**src/rtl/pipe_stage_reg_pkg.sv**
```systemverilog
// Shared definitions for the inter-stage pipeline register: stall bit indices,
// reset polarity, per-stage NOP payloads and the one-hot mode encoding.
package pipe_stage_reg_pkg;

  // Reset level that clears state.
  localparam logic RST_ENABLE  = 1'b0;
  localparam logic RST_DISABLE = 1'b1;

  // Stall vector bit assignment used by the stall controller.
  localparam int STALL_PC  = 0;
  localparam int STALL_IF  = 1;
  localparam int STALL_ID  = 2;
  localparam int STALL_EX  = 3;
  localparam int STALL_MEM = 4;
  localparam int STALL_WB  = 5;
  localparam int STALL_W_DEFAULT = 6;

  // Payload loaded into each inter-stage register on reset, flush or bubble.
  localparam logic [31:0] IF_ID_NOP_PAYLOAD  = 32'h0000_0000;
  localparam logic [31:0] ID_EX_NOP_PAYLOAD  = 32'h0000_0000;
  localparam logic [31:0] EX_MEM_NOP_PAYLOAD = 32'h0000_0000;
  localparam logic [31:0] MEM_WB_NOP_PAYLOAD = 32'h0000_0000;

  // One-hot register update modes.
  typedef enum logic [2:0] {
    MODE_ADV = 3'b001,
    MODE_BUB = 3'b010,
    MODE_HLD = 3'b100
  } mode_e;

  // Stall bit that gates the register sitting after stage n.
  function automatic int stall_bit(input int n);
    return n;
  endfunction

  // Stall bit of the stage that consumes this register's output.
  function automatic int stall_bit_next(input int n);
    return n + 1;
  endfunction

  // Priority decode: upstream running wins even if downstream claims a stall.
  function automatic mode_e decode_mode(input logic up_stall, input logic dn_stall);
    if (!up_stall)     return MODE_ADV;
    else if (!dn_stall) return MODE_BUB;
    else               return MODE_HLD;
  endfunction

endpackage

```
**src/rtl/pipe_stage_reg_if.sv**
```systemverilog
// Handshake bundle between the stall controller / upstream stage and one
// inter-stage register.
interface pipe_stage_reg_if #(
  parameter int DATA_W  = 32,
  parameter int STALL_W = 6,
  parameter int CNT_W   = 4
);

  logic [STALL_W-1:0] stall;
  logic               flush;
  logic [DATA_W-1:0]  in_data;
  logic               in_valid;
  logic [DATA_W-1:0]  out_data;
  logic               out_valid;
  logic [CNT_W-1:0]   hold_cnt;
  logic               hold_sat;

  modport master (
    output stall, flush, in_data, in_valid,
    input  out_data, out_valid, hold_cnt, hold_sat
  );

  modport slave (
    input  stall, flush, in_data, in_valid,
    output out_data, out_valid, hold_cnt, hold_sat
  );

endinterface

```
**src/rtl/pipe_stage_reg_sat_counter.sv**
```systemverilog
// Saturating up-counter with synchronous clear; sat is registered together
// with cnt so both always describe the same value.
module sat_counter
  import pipe_stage_reg_pkg::*;
#(
  parameter int CNT_W = 4
) (
  input  logic             clk,
  input  logic             rst,
  input  logic             clr,
  input  logic             inc,
  output logic [CNT_W-1:0] cnt,
  output logic             sat
);

  localparam logic [CNT_W-1:0] CNT_MAX = '1;

  logic [CNT_W-1:0] cnt_nxt;

  // NOTE: give every always_comb output a default first so no path leaves it
  // unassigned and infers a latch.
  always_comb begin
    cnt_nxt = cnt;
    if (clr)
      cnt_nxt = '0;
    else if (inc && (cnt != CNT_MAX))
      cnt_nxt = cnt + 1'b1;
  end

  // NOTE: state registers use non-blocking assignment so every flop samples
  // pre-edge values regardless of statement order.
  always_ff @(posedge clk) begin
    if (rst == RST_ENABLE) begin
      cnt <= '0;
      sat <= 1'b0;
    end else begin
      cnt <= cnt_nxt;
      sat <= (cnt_nxt == CNT_MAX);
    end
  end

endmodule

```
**src/rtl/pipe_stage_reg.sv**
```systemverilog
// Parametrised inter-stage pipeline register with flush, valid bit and a
// saturating count of consecutive hold cycles.
module pipe_stage_reg
  import pipe_stage_reg_pkg::*;
#(
  parameter int                DATA_W    = 32,
  parameter logic [DATA_W-1:0] NOP_VALUE = '0,
  parameter int                STALL_W   = STALL_W_DEFAULT,
  parameter int                STAGE     = STALL_ID,
  parameter int                CNT_W     = 4
) (
  input logic            clk,
  input logic            rst,
  pipe_stage_reg_if.slave bus
);

  localparam int UP_BIT = stall_bit(STAGE);
  localparam int DN_BIT = stall_bit_next(STAGE);

  if ((STAGE < 0) || (DN_BIT >= STALL_W)) begin : g_bad_stage
    $error("pipe_stage_reg: STAGE=%0d needs STAGE+1 < STALL_W=%0d", STAGE, STALL_W);
  end
  if (DATA_W < 1) begin : g_bad_width
    $error("pipe_stage_reg: DATA_W=%0d must be at least 1", DATA_W);
  end
  if (CNT_W < 1) begin : g_bad_cnt
    $error("pipe_stage_reg: CNT_W=%0d must be at least 1", CNT_W);
  end

  mode_e             mode;
  logic [DATA_W-1:0] data_q;
  logic              valid_q;
  logic              cnt_clr;
  logic              cnt_inc;

  // Only two bits of the shared stall vector concern this instance.
  logic unused_stall_bits;
  assign unused_stall_bits = ^bus.stall;

  always_comb begin
    mode = decode_mode(bus.stall[UP_BIT], bus.stall[DN_BIT]);
  end

  // Payload and valid: reset and flush both load the bubble values. The
  // payload is reset too so a resuming stage never sees stale data.
  always_ff @(posedge clk) begin
    if ((rst == RST_ENABLE) || bus.flush) begin
      data_q  <= NOP_VALUE;
      valid_q <= 1'b0;
    end else begin
      unique case (mode)
        MODE_ADV: begin
          data_q  <= bus.in_data;
          valid_q <= bus.in_valid;
        end
        MODE_BUB: begin
          data_q  <= NOP_VALUE;
          valid_q <= 1'b0;
        end
        MODE_HLD: begin
          data_q  <= data_q;
          valid_q <= valid_q;
        end
        default: begin
          data_q  <= NOP_VALUE;
          valid_q <= 1'b0;
        end
      endcase
    end
  end

  // The hold run restarts on anything other than an unflushed hold.
  assign cnt_inc = (mode == MODE_HLD);
  assign cnt_clr = bus.flush || !cnt_inc;

  sat_counter #(
    .CNT_W (CNT_W)
  ) u_hold_cnt (
    .clk (clk),
    .rst (rst),
    .clr (cnt_clr),
    .inc (cnt_inc),
    .cnt (bus.hold_cnt),
    .sat (bus.hold_sat)
  );

  assign bus.out_data  = data_q;
  assign bus.out_valid = valid_q;

endmodule
```
**src/flat_wrapper.sv**
```systemverilog
// flat-port wrapper written by rule: the top's interface ports become plain ports
module pipe_stage_reg_flat import pipe_stage_reg_pkg::*;
#(
  parameter int                DATA_W    = 32,
  parameter logic [DATA_W-1:0] NOP_VALUE = '0,
  parameter int                STALL_W   = STALL_W_DEFAULT,
  parameter int                STAGE     = STALL_ID,
  parameter int                CNT_W     = 4
)
  (clk, rst, bus_stall, bus_flush, bus_in_data, bus_in_valid, bus_out_data, bus_out_valid, bus_hold_cnt, bus_hold_sat);
  pipe_stage_reg_if #(.DATA_W(DATA_W), .STALL_W(STALL_W), .CNT_W(CNT_W)) bus_i ();
  input logic clk;
  input logic rst;
  input wire logic [$bits(bus_i.stall)-1:0] bus_stall;
  input wire logic [$bits(bus_i.flush)-1:0] bus_flush;
  input wire logic [$bits(bus_i.in_data)-1:0] bus_in_data;
  input wire logic [$bits(bus_i.in_valid)-1:0] bus_in_valid;
  output wire logic [$bits(bus_i.out_data)-1:0] bus_out_data;
  output wire logic [$bits(bus_i.out_valid)-1:0] bus_out_valid;
  output wire logic [$bits(bus_i.hold_cnt)-1:0] bus_hold_cnt;
  output wire logic [$bits(bus_i.hold_sat)-1:0] bus_hold_sat;
  assign bus_i.stall = bus_stall;
  assign bus_i.flush = bus_flush;
  assign bus_i.in_data = bus_in_data;
  assign bus_i.in_valid = bus_in_valid;
  assign bus_out_data = bus_i.out_data;
  assign bus_out_valid = bus_i.out_valid;
  assign bus_hold_cnt = bus_i.hold_cnt;
  assign bus_hold_sat = bus_i.hold_sat;
  pipe_stage_reg #(.DATA_W(DATA_W), .NOP_VALUE(NOP_VALUE), .STALL_W(STALL_W), .STAGE(STAGE), .CNT_W(CNT_W)) u_core (.clk(clk), .rst(rst), .bus(bus_i));
endmodule
```
**config.mk**
```make
export PLATFORM = sky130hd
export DESIGN_NAME = pipe_stage_reg_flat
export DESIGN_NICKNAME = d
export VERILOG_FILES = /design/src/rtl/pipe_stage_reg_pkg.sv /design/src/rtl/pipe_stage_reg_if.sv /design/src/rtl/pipe_stage_reg_sat_counter.sv /design/src/rtl/pipe_stage_reg.sv /design/src/flat_wrapper.sv
export SDC_FILE = /design/constraint.sdc
export NUM_CORES = 1
export LEC_CHECK = 0
export BUFFER_PORTS_ARGS = -buffer_cell sky130_fd_sc_hd__clkbuf_2
export CAP_MARGIN = 20
export CORE_ASPECT_RATIO = 0.8
export CORE_MARGIN = 2
export CORE_UTILIZATION = 35
export DETAILED_ROUTE_END_ITERATION = 12
export GPL_ROUTABILITY_DRIVEN = 0
export PLACE_DENSITY = 0.71
export SLEW_MARGIN = 40
export SYNTH_ARGS = -nofsm -noshare
export SYNTH_HDL_FRONTEND = slang
export SYNTH_SLANG_ARGS = --single-unit
```
**constraint.sdc**
```tcl
create_clock -name clk -period 1.48 [get_ports clk]
set_clock_uncertainty 0.05 [all_clocks]
set_input_delay 0.074 -clock clk [delete_from_list [all_inputs] [get_ports clk]]
set_output_delay 0.074 -clock clk [all_outputs]
set_load 0.02 [all_outputs]
```
; ---- After elaboration in Yosys (flattened, before gate mapping)
; Index checks and enable logic that the tools add are counted.
[word_totals]
reg_bits = 38
latchBits = 0
mem_bits_rw = 0
romBits = 0
inputBits = 42
out_inout_bits = 38
wordCells = 20
n_memories = 0
[op_classes]
add_sub_neg = 1
multipliers = 0
div_mod_pow = 0
n_lt_le_gt_ge = 0
eq_ne = 4
n_shift = 0
n_mux = 6
bitwise_logic = 1
reduce_logical = 4
[op_table]
columns = operator, n
row1 = 32-bit case mux with 2 select lines, 1
row2 = 4-bit 2-to-1 mux, 2
row3 = 3-bit 2-to-1 mux, 2
row4 = 4-bit by 1-bit adder with 4-bit output (second input constant), 1
row5 = 4-bit equality test (second input constant), 1
row6 = 4-bit inequality test (second input constant), 1
row7 = 3-bit by 1-bit equality test with 1-bit output (second input constant), 1
row8 = 3-bit equality test (second input constant), 1
row9 = 1-bit logical OR, 2
row10 = 1-bit case mux with 2 select lines, 1
row11 = 1-bit logical AND, 1
row12 = 1-bit logical NOT, 1
row13 = 1-bit inverter, 1

; ---- Depth between registers and ports, before layout
; Gate-level depths: netlist (run 1).
[logic_depth]
word_depth = 7
mapped_depth = 5
depth_no_buf = 5

; ---- Cells and area by module
; From an unflattened synthesis (run 1), not the netlist that was laid out.
[hier_totals]
cells_unflattened = 177
hier_area_um2 = 1993.2
[modules_own_cells]
columns = mod, instances, cells_per_inst, area_per_inst_um2, seq_area_each_um2
row1 = pipe_stage_reg, 1, 150, 1740.4, 660.6
row2 = sat_counter, 1, 27, 252.7, 100.1

; ---- Worst setup path after synthesis (run 1)
; Ideal clock, no wire load.
[synth_timing]
path_kind = reg-to-reg
startpoint = reg u_core.u_hold_cnt.cnt[0]
endpoint = reg u_core.u_hold_cnt.sat
setup_time_ns = 0.091
arrival_ns = 1.413
required_ns = 1.339
setup_slack_ns = -0.074
stages_incl_launch_ff = 6
path_buffers = 0
period_less_slack_ns = 1.554
path_cell_list = dfxtp_1 > ha_1 > nand3_1 > xnor2_1 > nor3_1 > nor4bb_1
[synth_via]
elab_chain_len = 5
word_cells_on_any_way = 6
cone_classes = add/sub (1) / eq/ne (2) / mux (2) / reduce/logical (1)
[synth_lines]
columns = item, line_no
row1 = "start, declared", pipe_stage_reg_sat_counter.sv:12  ; output logic [CNT_W-1:0] cnt,
row2 = "start signal, assigned", pipe_stage_reg_sat_counter.sv:37  ; cnt <= cnt_nxt;
row3 = "parallel branches: the longest is 2 deep, another holds 4-bit by 1-bit adder with 4-bit output", --
row4 = 4-bit 2-to-1 mux (*), pipe_stage_reg_sat_counter.sv:26  ; else if (inc && (cnt != CNT_MAX))
row5 = 4-bit 2-to-1 mux (*), pipe_stage_reg_sat_counter.sv:24  ; if (clr)
row6 = 4-bit equality test (*), pipe_stage_reg_sat_counter.sv:38  ; sat <= (cnt_nxt == CNT_MAX);
row7 = "end signal, assigned", pipe_stage_reg_sat_counter.sv:38
row8 = "end, declared", pipe_stage_reg_sat_counter.sv:13  ; output logic sat
; Mark *: on every way between the ends.
; A chain may end at the register's enable or synchronous reset.

; ---- Worst setup path after layout (run 1)
; Same ends and word-level chain as after synthesis.

==> metrics, run 1 <==
status=completed; syn_nets=141; site row count=19; CTS buffer count=5; Final Cell Area=2120 sq um; I/O pin cnt=80; die height=57.2 microns; Vias/cell=4.81; initial antenna violation count=0; Inst Count DP=213; Hold Path Class=input pin to flop; CP Buf/Inv Count=0; Slew @ Worst Pin=0.278 ns; Final Non-Filler Cells=254; die width=70.5 microns; share of cells above drive strength 1=45.3%; CP max FO=4; worst relative slew slack=80.9%; Max clock buf depth=2; Final Util=62.3%; Post-DP HPWL=2180 microns; CTS root buffer=clkbuf_8; Crit. path cell count=5; largest net degree at the start of global routing=21; Worst Setup Start Kind=flop; H-tree levels=2; number of global-route vias before repair=1227; grt met3 use=6.01%; via count=1222; RSZ-0062 raised after global routing=false; Pwr Total=2000 uW; routed wire length=3410 microns; most frequent cells in the layout=clkbuf_2 (75), dfxtp_1 (36), a22o_1 (33), dlygate4sd3_1 (33), clkbuf_8 (6); total grt overflow=0; Clock transition at path regs=0.07 ns; GR Util met2=31.8%; sequential area share after synthesis=61.5%; GR Util All Layers=18.0%; Top delay family on crit path=simple AND/OR/NAND/NOR gates; worst reg-to-reg path cell count=5; total of max-cap violations=0; commonest non-fill, non-tap cell in the layout=clkbuf_2; Worst EP arrival=1.53 ns; initial core utilization=36.4%; critical-path cell list=ha_4, nand3_1, xnor2_1, nor3_1, nor4bb_2; post-synthesis cell count=98; drt drc=0; Yosys cell types=18; die area=4030 sq um; mapped cell area=1240 sq um; FF+latch count, synth=38; power density over cell area=942 nW/um^2; total negative slack=0 ns; clk sinks=38; Clk Latency, worst-skew pair=0.28 ns; DR pass1 iterations=4; Setup-failing EPs final=0; n_diodes=0; WS Path Type=flop to flop; LEAKAGE=0.00102 uW; fin. max-slew vios=0; Layout Nets=254; Final Hold Fails=0; CP Capture Type=flop; first-pass GRT wire length=5510 microns; worst hold path stage count=3; Cell Area, Placed=1680 sq um; Worst VDD drop=0.000608 V; wire per inst=13.4 microns; Final period util=94.2%; yosys warns=0; CORE AREA=3400 sq um; CP peak stage delay=0.38 ns; GR Util met1=19.8%; # port buffers=75; postcts setup bufs=0; maximum achievable frequency=717 MHz; TritonCTS clock tree=done; GRT busiest layer=met2; CP max stage cell=dfxtp_4; post-route antenna net violation count=0; synthesized area per cell=12.6 sq um; First DRT Iteration DRCs=24; critical path required time=1.62 ns; area delta synth->final=71.2%; shortest period the worst path allows=1.39 ns
## Yosys cell counts
library cell / instances / area share, %
nor3_1: 1 / 0.40
nand2b_4: 1 / 1.1
nor2_1: 6 / 1.8
nand2_1: 1 / 0.30
nor4bb_1: 1 / 0.81
a311oi_4: 1 / 2.1
inv_1: 1 / 0.30
or2b_1: 1 / 0.61
or2_4: 1 / 0.71
nand3_1: 2 / 0.81
and3_2: 1 / 0.61
xnor2_1: 1 / 0.71
dfxtp_1: 38 / 61
a22o_1: 33 / 23
clkbuf_1: 2 / 0.61
ha_1: 1 / 1.0
mux2i_1: 2 / 1.6
buf_2: 4 / 1.6
## timing repair
item	in CTS	in global routing
setup endpoints to repair	0	1
endpoints found under the hold margin	33	0
hold buffers	33	0
resized for setup	0	3
## power breakdown
group          switching (uW)  internal, uW  total (uW)
Combinational             104           137         240
Clock                     315           375         690
Sequential               16.2          1050        1070
## metrics by stage
| step | setup WS, ns | hold slack [ns] |
|---|---|---|
| 2_1_floorplan | 0.0645 | 0.150 |
| 3_3_place_gp | 0.114 | 0.234 |
| 3_5_place_dp | 0.0127 | 0.239 |
| 4_1_cts | 0.00482 | 0.0458 |
| 5_1_grt | 0.00225 | 0.0894 |
| 6_report | 0.0855 | 0.0885 |
## final timing paths
path / from / endpoint / slack [ns]
setup / recovery: u_core.u_hold_cnt.cnt[0]$_SDFF_PN0_ / u_core.u_hold_cnt.sat$_SDFF_PN0_ / 0.09
hold / removal: bus_flush / u_core.u_hold_cnt.sat$_SDFF_PN0_ / 0.09
setup reg to reg: u_core.u_hold_cnt.cnt[0]$_SDFF_PN0_ / u_core.u_hold_cnt.sat$_SDFF_PN0_ / 0.09
hold reg to reg: u_core.bus.out_data[17]$_SDFFE_PP0P_ / u_core.bus.out_data[17]$_SDFFE_PP0P_ / 0.43
## sequential cells by signal (all words and copies together), names as in the netlist
name                   count
u_core.bus.out_data       32
u_core.bus.out_valid       1
u_core.u_hold_cnt.cnt      4
u_core.u_hold_cnt.sat      1
## kinds of logic (layout without fill, tap and decap cells)
logic type | count (synthesis) | after routing | share of synthesized area (%)
adders and majority gates | 1 | 1 | 1.01
and+or+nand+nor | 15 | 15 | 7.18
AOI/OAI and AO/OA | 34 | 34 | 25.5
buffers and inverters | 7 | 121 | 2.53
DFF | 38 | 38 | 61.5
xor gates and xnor gates | 1 | 1 | 0.708
muxes | 2 | 2 | 1.62
## worst min-delay path: stages
cell and delay [ns]:
clkbuf_2 0.09, nor3_1 0.04, nor4bb_2 0.16
## area by class of cell
type                            instances  area, sq um
Clock buffer                            7         86.3
Multi-Input combinational cell         53          469
Fill cell                             278         1280
Tap cell                               42         52.6
Sequential cell                        38          766
Clock inverter                          1         5.00
Timing Repair Buffer                  112          736
Inverter                                1         3.75
## metal layers
layer  vias to the layer above  wire length (microns)  share of wire (%)
met4                         0                     34                1.0
met1                       567                   1310                 38
met3                         4                    245                7.2
met5                         -                      0                  0
met2                        59                   1820                 53
li1                        592                      -                  -
No activity file was read; power rests on OpenSTA's default activity.
==> inputs of run 2 (changes only) <==
--- a/config.mk
+++ b/config.mk
@@ -10,8 +10,10 @@
 export CORE_ASPECT_RATIO = 0.8
 export CORE_MARGIN = 2
 export CORE_UTILIZATION = 35
+export CTS_CLUSTER_SIZE = 28
 export DETAILED_ROUTE_END_ITERATION = 12
 export GPL_ROUTABILITY_DRIVEN = 0
+export MAX_ROUTING_LAYER = met4
 export PLACE_DENSITY = 0.71
 export SLEW_MARGIN = 40
 export SYNTH_ARGS = -nofsm -noshare
==> metrics, run 2 (synthesized netlist as in run 1, its figures left out) <==
CTS root buffer=clkbuf_8; TritonCTS clock tree=done; worst setup path startpoint=u_core.u_hold_cnt.cnt[0]$_SDFF_PN0_; commonest non-fill, non-tap cell in the layout=clkbuf_2; CP max FO=4; Clk Latency, worst-skew pair=0.28 ns; met1 wire length=1290 microns; FILL cells=278; R2R Setup Slk=0.09 ns; area delta synth->final=71.2%; clk sinks=38; die width=70.5 microns; Worst Setup Start Kind=flop; met2 wire length=1780 microns; DR pass1 iterations=4; CORE AREA=3400 sq um; total negative slack=0 ns; RSZ-0062 raised after global routing=false; Setup-failing EPs final=0; largest net degree at the start of global routing=21; power density over cell area=941 nW/um^2; share of cells above drive strength 1=45.3%; CP peak stage delay=0.38 ns; Final Util=62.3%; die area=4030 sq um; post-route antenna net violation count=0; hold path startpoint=bus_flush; Worst EP arrival=1.53 ns; Inst Count DP=213; Post-DP HPWL=2180 microns; LEAKAGE=0.00102 uW; shortest period the worst path allows=1.39 ns; Hold Path Class=input pin to flop; drt drc=0; die height=57.2 microns; worst r2r src=u_core.u_hold_cnt.cnt[0]$_SDFF_PN0_; total of max-cap violations=0; WS Path Type=flop to flop; H-tree levels=2; CP Capture Type=flop; via count=1230; most frequent cells in the layout=clkbuf_2 (75), dfxtp_1 (36), a22o_1 (33), dlygate4sd3_1 (33), clkbuf_8 (6); critical path required time=1.62 ns; Slew @ Worst Pin=0.277 ns; wire per inst=13.4 microns; first-pass GRT wire length=5510 microns; maximum achievable frequency=718 MHz; number of global-route vias before repair=1226; site row count=19; multi-input combinational cell area=469 sq um; CP max stage cell=dfxtp_4; CTS buffer count=5; Fin Hold WS=0.0872 ns; initial core utilization=36.4%; worst relative slew slack=81.0%; # port buffers=75; I/O pin cnt=80; routed wire length=3400 microns; Max clock buf depth=2; max reg flops=32; FF+latch area=766 sq um; Top delay family on crit path=simple AND/OR/NAND/NOR gates; status=completed; Final Non-Filler Cells=254; met3 WL=254 microns; Final period util=94.1%; GR Util All Layers=18.6%; n_diodes=0; Clock transition at path regs=0.07 ns; First DRT Iteration DRCs=23; Worst VDD drop=0.000608 V; critical-path cell list=ha_4, nand3_1, xnor2_1, nor3_1, nor4bb_2; Vias/cell=4.84; fin. max-slew vios=0; total grt overflow=0; CP Buf/Inv Count=0; initial antenna violation count=0; Final Hold Fails=0; Layout Nets=254; Highest Signal Layer=met4
-- run 2: metal layers --
metal / track usage (%) / vias up
met2: 31.8 / 62
met1: 20.0 / 566
met5: - / -
met4: 8.24 / 0
met3: 5.65 / 9
li1: - / 593
-- run 2: final cells by class --
class,instances,share of cell area [%]
clock inverters,1,0.236
clock buffers,7,4.08
flip-flops and latches,38,36.1
well taps,42,2.48
inverters,1,0.177
multi-input cells,53,22.2
repair buffers,112,34.7
-- run 2: worst paths after layout --
path | cells past startpoint | end
worst max-delay path | 5 | u_core.u_hold_cnt.sat$_SDFF_PN0_
worst min-delay path | 3 | u_core.u_hold_cnt.sat$_SDFF_PN0_
worst max register to register | 5 | u_core.u_hold_cnt.sat$_SDFF_PN0_
worst min register to register | 1 | u_core.bus.out_data[17]$_SDFFE_PP0P_
-- run 2: stage by stage --
step / instance area [sq um] / power [uW] / setup slack [ns]
floorplan: 1240 / 1170 / 0.0645
global placement: 1680 / 1250 / 0.114
detailed placement: 1680 / 1260 / 0.0127
CTS: 2100 / 2030 / 0.00482
global route: 2120 / 2100 / 0.00225
finish: 2120 / 1990 / 0.0869
-- run 2: report_power, final --
part	switching, uW	internal [uW]
logic	104	137
clock network	313	375
registers	16.2	1050
-- run 2: worst min-delay path, delay by kind of cell --
| family | cells | cell delay, ns |
|---|---|---|
| buf+inv | 1 | 0.09 |
| simple gates | 2 | 0.20 |
-- run 2: what timing repair did --
item / 4_1_cts / 5_1_grt
endpoints found under the hold margin: 33 / 0
hold buffers: 33 / 0
gates resized for setup: 0 / 3
setup endpoints to repair: 0 / 1
buffers inserted: 0 / 0
